==> src/rtl/tdm_demux8_1.sv <==
//------------------------------------------------------------------------------
// tdm_demux8_1 : TDM 8-slot receive demux; frame_sync-locked, registered frame out
// Revision 1.0
//------------------------------------------------------------------------------
`default_nettype none

module tdm_demux8_1 #(
  parameter int WIDTH = 1
) (
  input  logic             clk,
  input  logic             rst_n,
  input  logic [WIDTH-1:0] din_i,
  input  logic             din_valid_i,
  input  logic             frame_sync_i,
  output logic [WIDTH-1:0] y0_o,
  output logic [WIDTH-1:0] y1_o,
  output logic [WIDTH-1:0] y2_o,
  output logic [WIDTH-1:0] y3_o,
  output logic [WIDTH-1:0] y4_o,
  output logic [WIDTH-1:0] y5_o,
  output logic [WIDTH-1:0] y6_o,
  output logic [WIDTH-1:0] y7_o,
  output logic             frame_valid_o,
  output logic [2:0]       slot_o,
  output logic             locked_o,
  output logic             sync_err_o
);

  typedef enum logic {
    S_HUNT   = 1'b0,
    S_LOCKED = 1'b1
  } state_t;

  state_t           state_q, state_d;
  logic [2:0]       slot_q, slot_d;
  logic [WIDTH-1:0] shadow_q [7];
  logic [WIDTH-1:0] shadow_d [7];
  logic [WIDTH-1:0] y_q [8];
  logic [WIDTH-1:0] y_d [8];
  logic             fv_q, fv_d;
  logic             err_q, err_d;

  always_ff @(posedge clk) begin
    if (!rst_n) begin
      state_q <= S_HUNT;
      slot_q  <= 3'd0;
      fv_q    <= 1'b0;
      err_q   <= 1'b0;
      for (int k = 0; k < 7; k++) shadow_q[k] <= '0;
      for (int k = 0; k < 8; k++) y_q[k] <= '0;
    end else begin
      state_q <= state_d;
      slot_q  <= slot_d;
      fv_q    <= fv_d;
      err_q   <= err_d;
      for (int k = 0; k < 7; k++) shadow_q[k] <= shadow_d[k];
      for (int k = 0; k < 8; k++) y_q[k] <= y_d[k];
    end
  end

  always_comb begin
    state_d = state_q;
    slot_d  = slot_q;
    fv_d    = 1'b0;
    err_d   = 1'b0;
    for (int k = 0; k < 7; k++) shadow_d[k] = shadow_q[k];
    for (int k = 0; k < 8; k++) y_d[k] = y_q[k];

    if (din_valid_i) begin
      unique case (state_q)
        S_HUNT: begin
          if (frame_sync_i) begin
            shadow_d[0] = din_i;
            slot_d      = 3'd1;
            state_d     = S_LOCKED;
          end
        end
        S_LOCKED: begin
          if (frame_sync_i && (slot_q != 3'd0)) begin
            // Misplaced marker: drop the partial frame and restart at slot 0.
            err_d       = 1'b1;
            shadow_d[0] = din_i;
            slot_d      = 3'd1;
          end else begin
            slot_d = slot_q + 3'd1;
            if (slot_q == 3'd7) begin
              for (int k = 0; k < 7; k++) y_d[k] = shadow_q[k];
              y_d[7] = din_i;
              fv_d   = 1'b1;
            end else begin
              for (int k = 0; k < 7; k++) begin
                if (slot_q == 3'(k)) shadow_d[k] = din_i;
              end
            end
          end
        end
        default: state_d = S_HUNT;
      endcase
    end
  end

  assign y0_o          = y_q[0];
  assign y1_o          = y_q[1];
  assign y2_o          = y_q[2];
  assign y3_o          = y_q[3];
  assign y4_o          = y_q[4];
  assign y5_o          = y_q[5];
  assign y6_o          = y_q[6];
  assign y7_o          = y_q[7];
  assign frame_valid_o = fv_q;
  assign slot_o        = slot_q;
  assign locked_o      = (state_q == S_LOCKED);
  assign sync_err_o    = err_q;

endmodule

`default_nettype wire

==> config.mk <==
export PLATFORM = sky130hd
export DESIGN_NAME = tdm_demux8_1
export DESIGN_NICKNAME = d
export VERILOG_FILES = /design/src/rtl/tdm_demux8_1.sv
export SDC_FILE = /design/constraint.sdc
export NUM_CORES = 1
export LEC_CHECK = 0
export CORE_MARGIN = 2
export CORE_UTILIZATION = 45
export DETAILED_ROUTE_END_ITERATION = 6
export PLACE_DENSITY = 0.7
export SKIP_LAST_GASP = 1
export SLEW_MARGIN = 20
export SYNTH_ARGS = -nofsm -noshare
export SYNTH_HDL_FRONTEND = slang
export SYNTH_SLANG_ARGS = --single-unit
==> constraint.sdc <==
create_clock -name clk -period 3.1 [get_ports clk]
set_clock_uncertainty 0.2 [all_clocks]
set_input_delay 0.775 -clock clk [delete_from_list [all_inputs] [get_ports clk]]
set_output_delay 0.775 -clock clk [all_outputs]
set_load 0.01 [all_outputs]
==> summary.md <==
| Metric | Value |
|---|---|
| Status | finished clean |
| Antenna violations before repair | 0 |
| N_diodes | 0 |
| Cell family with most CP delay | buffers and inverters |
| Crit share post-route | 77.02% |
| Worst Reg-to-Reg Cells | 5 |
| Die width | 51.87 µm |
| Layout cell share with drive strength beyond 1 | 14.41% |
| Setup TNS | 0 ps |
| Sequential area share after synthesis | 45.63% |
| Ys Warns | 0 |
| Worst-path fanout max | 8 |
| Max Cap Viol | 0 |
| Worst setup EP type | output pin |
| Synth area leader | dfxtp_1 |
| Pre-Repair DR Iteration Count | 4 |
| Synthesized area | 1031 µm² |
| Initial cell density of the core | 47.06% |
| Min-delay src | y_q[0][0]$_SDFFE_PN0P_ |
| CP Cell Sequence | clkdlybuf4s50_1 |
| Worst Setup SP | slot_o[2]$_SDFFE_PN0P_ |
| IO buf count | 18 |
| Routed length per placed instance | 12.78 µm |
| Total CTS buffers | 3 |
| Crit Reg-Reg Startpoint | slot_o[1]$_SDFFE_PN0P_ |
| Clock transition at path regs | 120 ps |
| CP peak stage delay | 600 ps |
| DRC Markers | 0 |
| Setup Buffers After CTS | 0 |
| CP required | 2120 ps |
| Core Region | 2191 µm² |
| Vias/cell | 5.219 |
| Slew headroom | 74.04% |
| Unrepaired setup endpoints after global routing | false |
| Startpoint class of the critical path | flop |
| Synth top area cells | dfxtp_1 (31%), edfxtp_1 (15%), mux2i_1 (9.7%) |
| Average size of a mapped cell | 10.41 µm² |
| Buffers & Inverters on Critical Path | 1 |
| Yosys cell types | 29 |
| Tot GR Track Use | 16.21% |
| GPL Wtd Cong | 0.8084 |
| Post-CTS resize count | 0 |
| IR drop worst, VDD | 0.2373 mV |
| Fin. Hold Viols | 0 |
| Maximum clock rate | 418.8 MHz |
| Layout area overhead | 21.72% |
| Syn Inst Count | 99 |
| Global-route wire length before repair | 3160 µm |
| Vias in the first global route | 725 |
| Remaining global-route overflow | 0 |
| DRT Wirelength | 1866 µm |
| Worst hold path type | reg -> reg |
| Worst reg-to-reg setup slack | 1130 ps |
| I/O pins | 19 |
| Pins Over Slew Limit | 0 |
| Pwr per Cell Area | 378.4 nW/µm² |
| Finished Layout Cells | 146 |
| Clock tree sinks | 21 |
| Final HPWL DP | 1378 µm |
| Clock Latency Late Sink | 310 ps |
| Max Buffers Root-to-Sink | 2 |
| Power Total | 0.4748 mW |
| # setup viols final | 0 |
| Starting DRT DRC Count | 12 |
| Hold-fix buffers, CTS | 0 |
| Critical path class | reg -> out |
| Full die area | 2690 µm² |
| H-tree depth | 1 |
| Fin crit period | 2388 ps |
| Seq cells post-synth | 21 |
| Yosys top cell area share | 31.07% |
| Worst path depth | 1 |
| Syn Nets | 110 |
| Antenna-violating nets left | 0 |
| Worst-Margin Slew | 388.2 ps |
| Routed via count | 762 |
| CP Data Arrival Time | 1410 ps |
| NumNets Final | 130 |
| TritonCTS clock tree | yes |
| # rows | 17 |
| Root Buffer | clkbuf_4 |
| Pin count of the biggest net entering global routing | 17 |
| Inst Count DP | 142 |
| Slowest-stage cell, CP | clkdlybuf4s50_1 |
| Die height | 51.87 µm |
| Leakage Power | 0.4251 nW |
| Hold depth | 2 |
[kinds of logic after synthesis]
logic type | after synthesis | share of synthesized area, %
buf+inv | 10 | 4.611
mux | 10 | 9.709
compound gates | 15 | 13.35
simple gates | 37 | 19.42
fa+ha+maj | 6 | 7.281
flops | 21 | 45.63
[layout by cell type, fill, tap and decap left out, types with 3 or more instances in the layout]
cell type and n:
dfxtp_1 16, nor2_1 5, inv_1 6, ha_1 6, nand2_1 20, clkbuf_4 3
a211oi_1 3, clkdlybuf4s50_1 18, edfxtp_1 5, o21ai_2 4, mux2i_1 10
[final timing paths]
| check | to |
|---|---|
| worst max-delay path | slot_o[2] |
| worst min-delay path | y_q[0][0]$_SDFFE_PN0P_ |
| worst max register to register | y_q[0][4]$_SDFFE_PN0P_ |
| worst min register to register | y_q[0][0]$_SDFFE_PN0P_ |
[cells in the mapped netlist]
cell,number
a21boi_1,1
nor3_1,2
a21oi_1,1
nand2b_4,1
nor2_1,5
nor4b_2,2
nand3b_1,1
edfxtp_1,5
a21oi_4,1
o21ai_2,4
nand3_1,1
nand2b_1,1
o311ai_1,1
ha_1,6
a211oi_1,3
nand2_2,1
nand3_2,1
buf_2,2
o21ai_1,1
mux2i_1,10
and3_2,1
and4_2,1
a32o_1,2
buf_6,1
dfxtp_1,16
clkbuf_1,1
inv_1,6
a211o_4,1
nand2_1,20
[layer usage]
layer,GRT usage (%),vias up,wire length [µm]
met5,0,-,0
met4,10.09,0,48
met3,2.874,6,88
met2,25.95,25,873
met1,20.04,351,856
li1,-,380,-
[report_power, final]
group,internal [mW],switching (mW)
combinational,0.0203,0.0296
sequential,0.286,0.00411
clock,0.0503,0.0849
[stage by stage]
step | hold WS (ps) | util, % | worst slack [ps] | cell area [µm²]
floorplan | 242.8 | - | 1164 | 1031
global placement | 242.8 | 56.08 | 559.1 | 1229
detailed placement | 253.3 | 56.08 | 524.0 | 1229
CTS | 269.8 | 57.28 | 708.1 | 1255
global route | 293.9 | 57.28 | 640.3 | 1255
finish | 264.5 | 57.28 | 712.3 | 1255
[registers in the layout (all words and copies together), names as in the netlist]
| name | flops |
|---|---|
| sync_err_o | 1 |
| frame_valid_o | 1 |
| slot_o | 3 |
| y_q | 8 |
| locked_o | 1 |
| shadow_q | 7 |
[cell type report]
class	instances	area (µm²)
fillers	200	935.9
inverters	6	22.52
repair buffers	19	187.7
multi-input cells	68	513.0
well taps	28	35.03
clock buffers	4	26.28
flip-flops and latches	21	470.5
No activity file was read; power rests on OpenSTA's default activity.
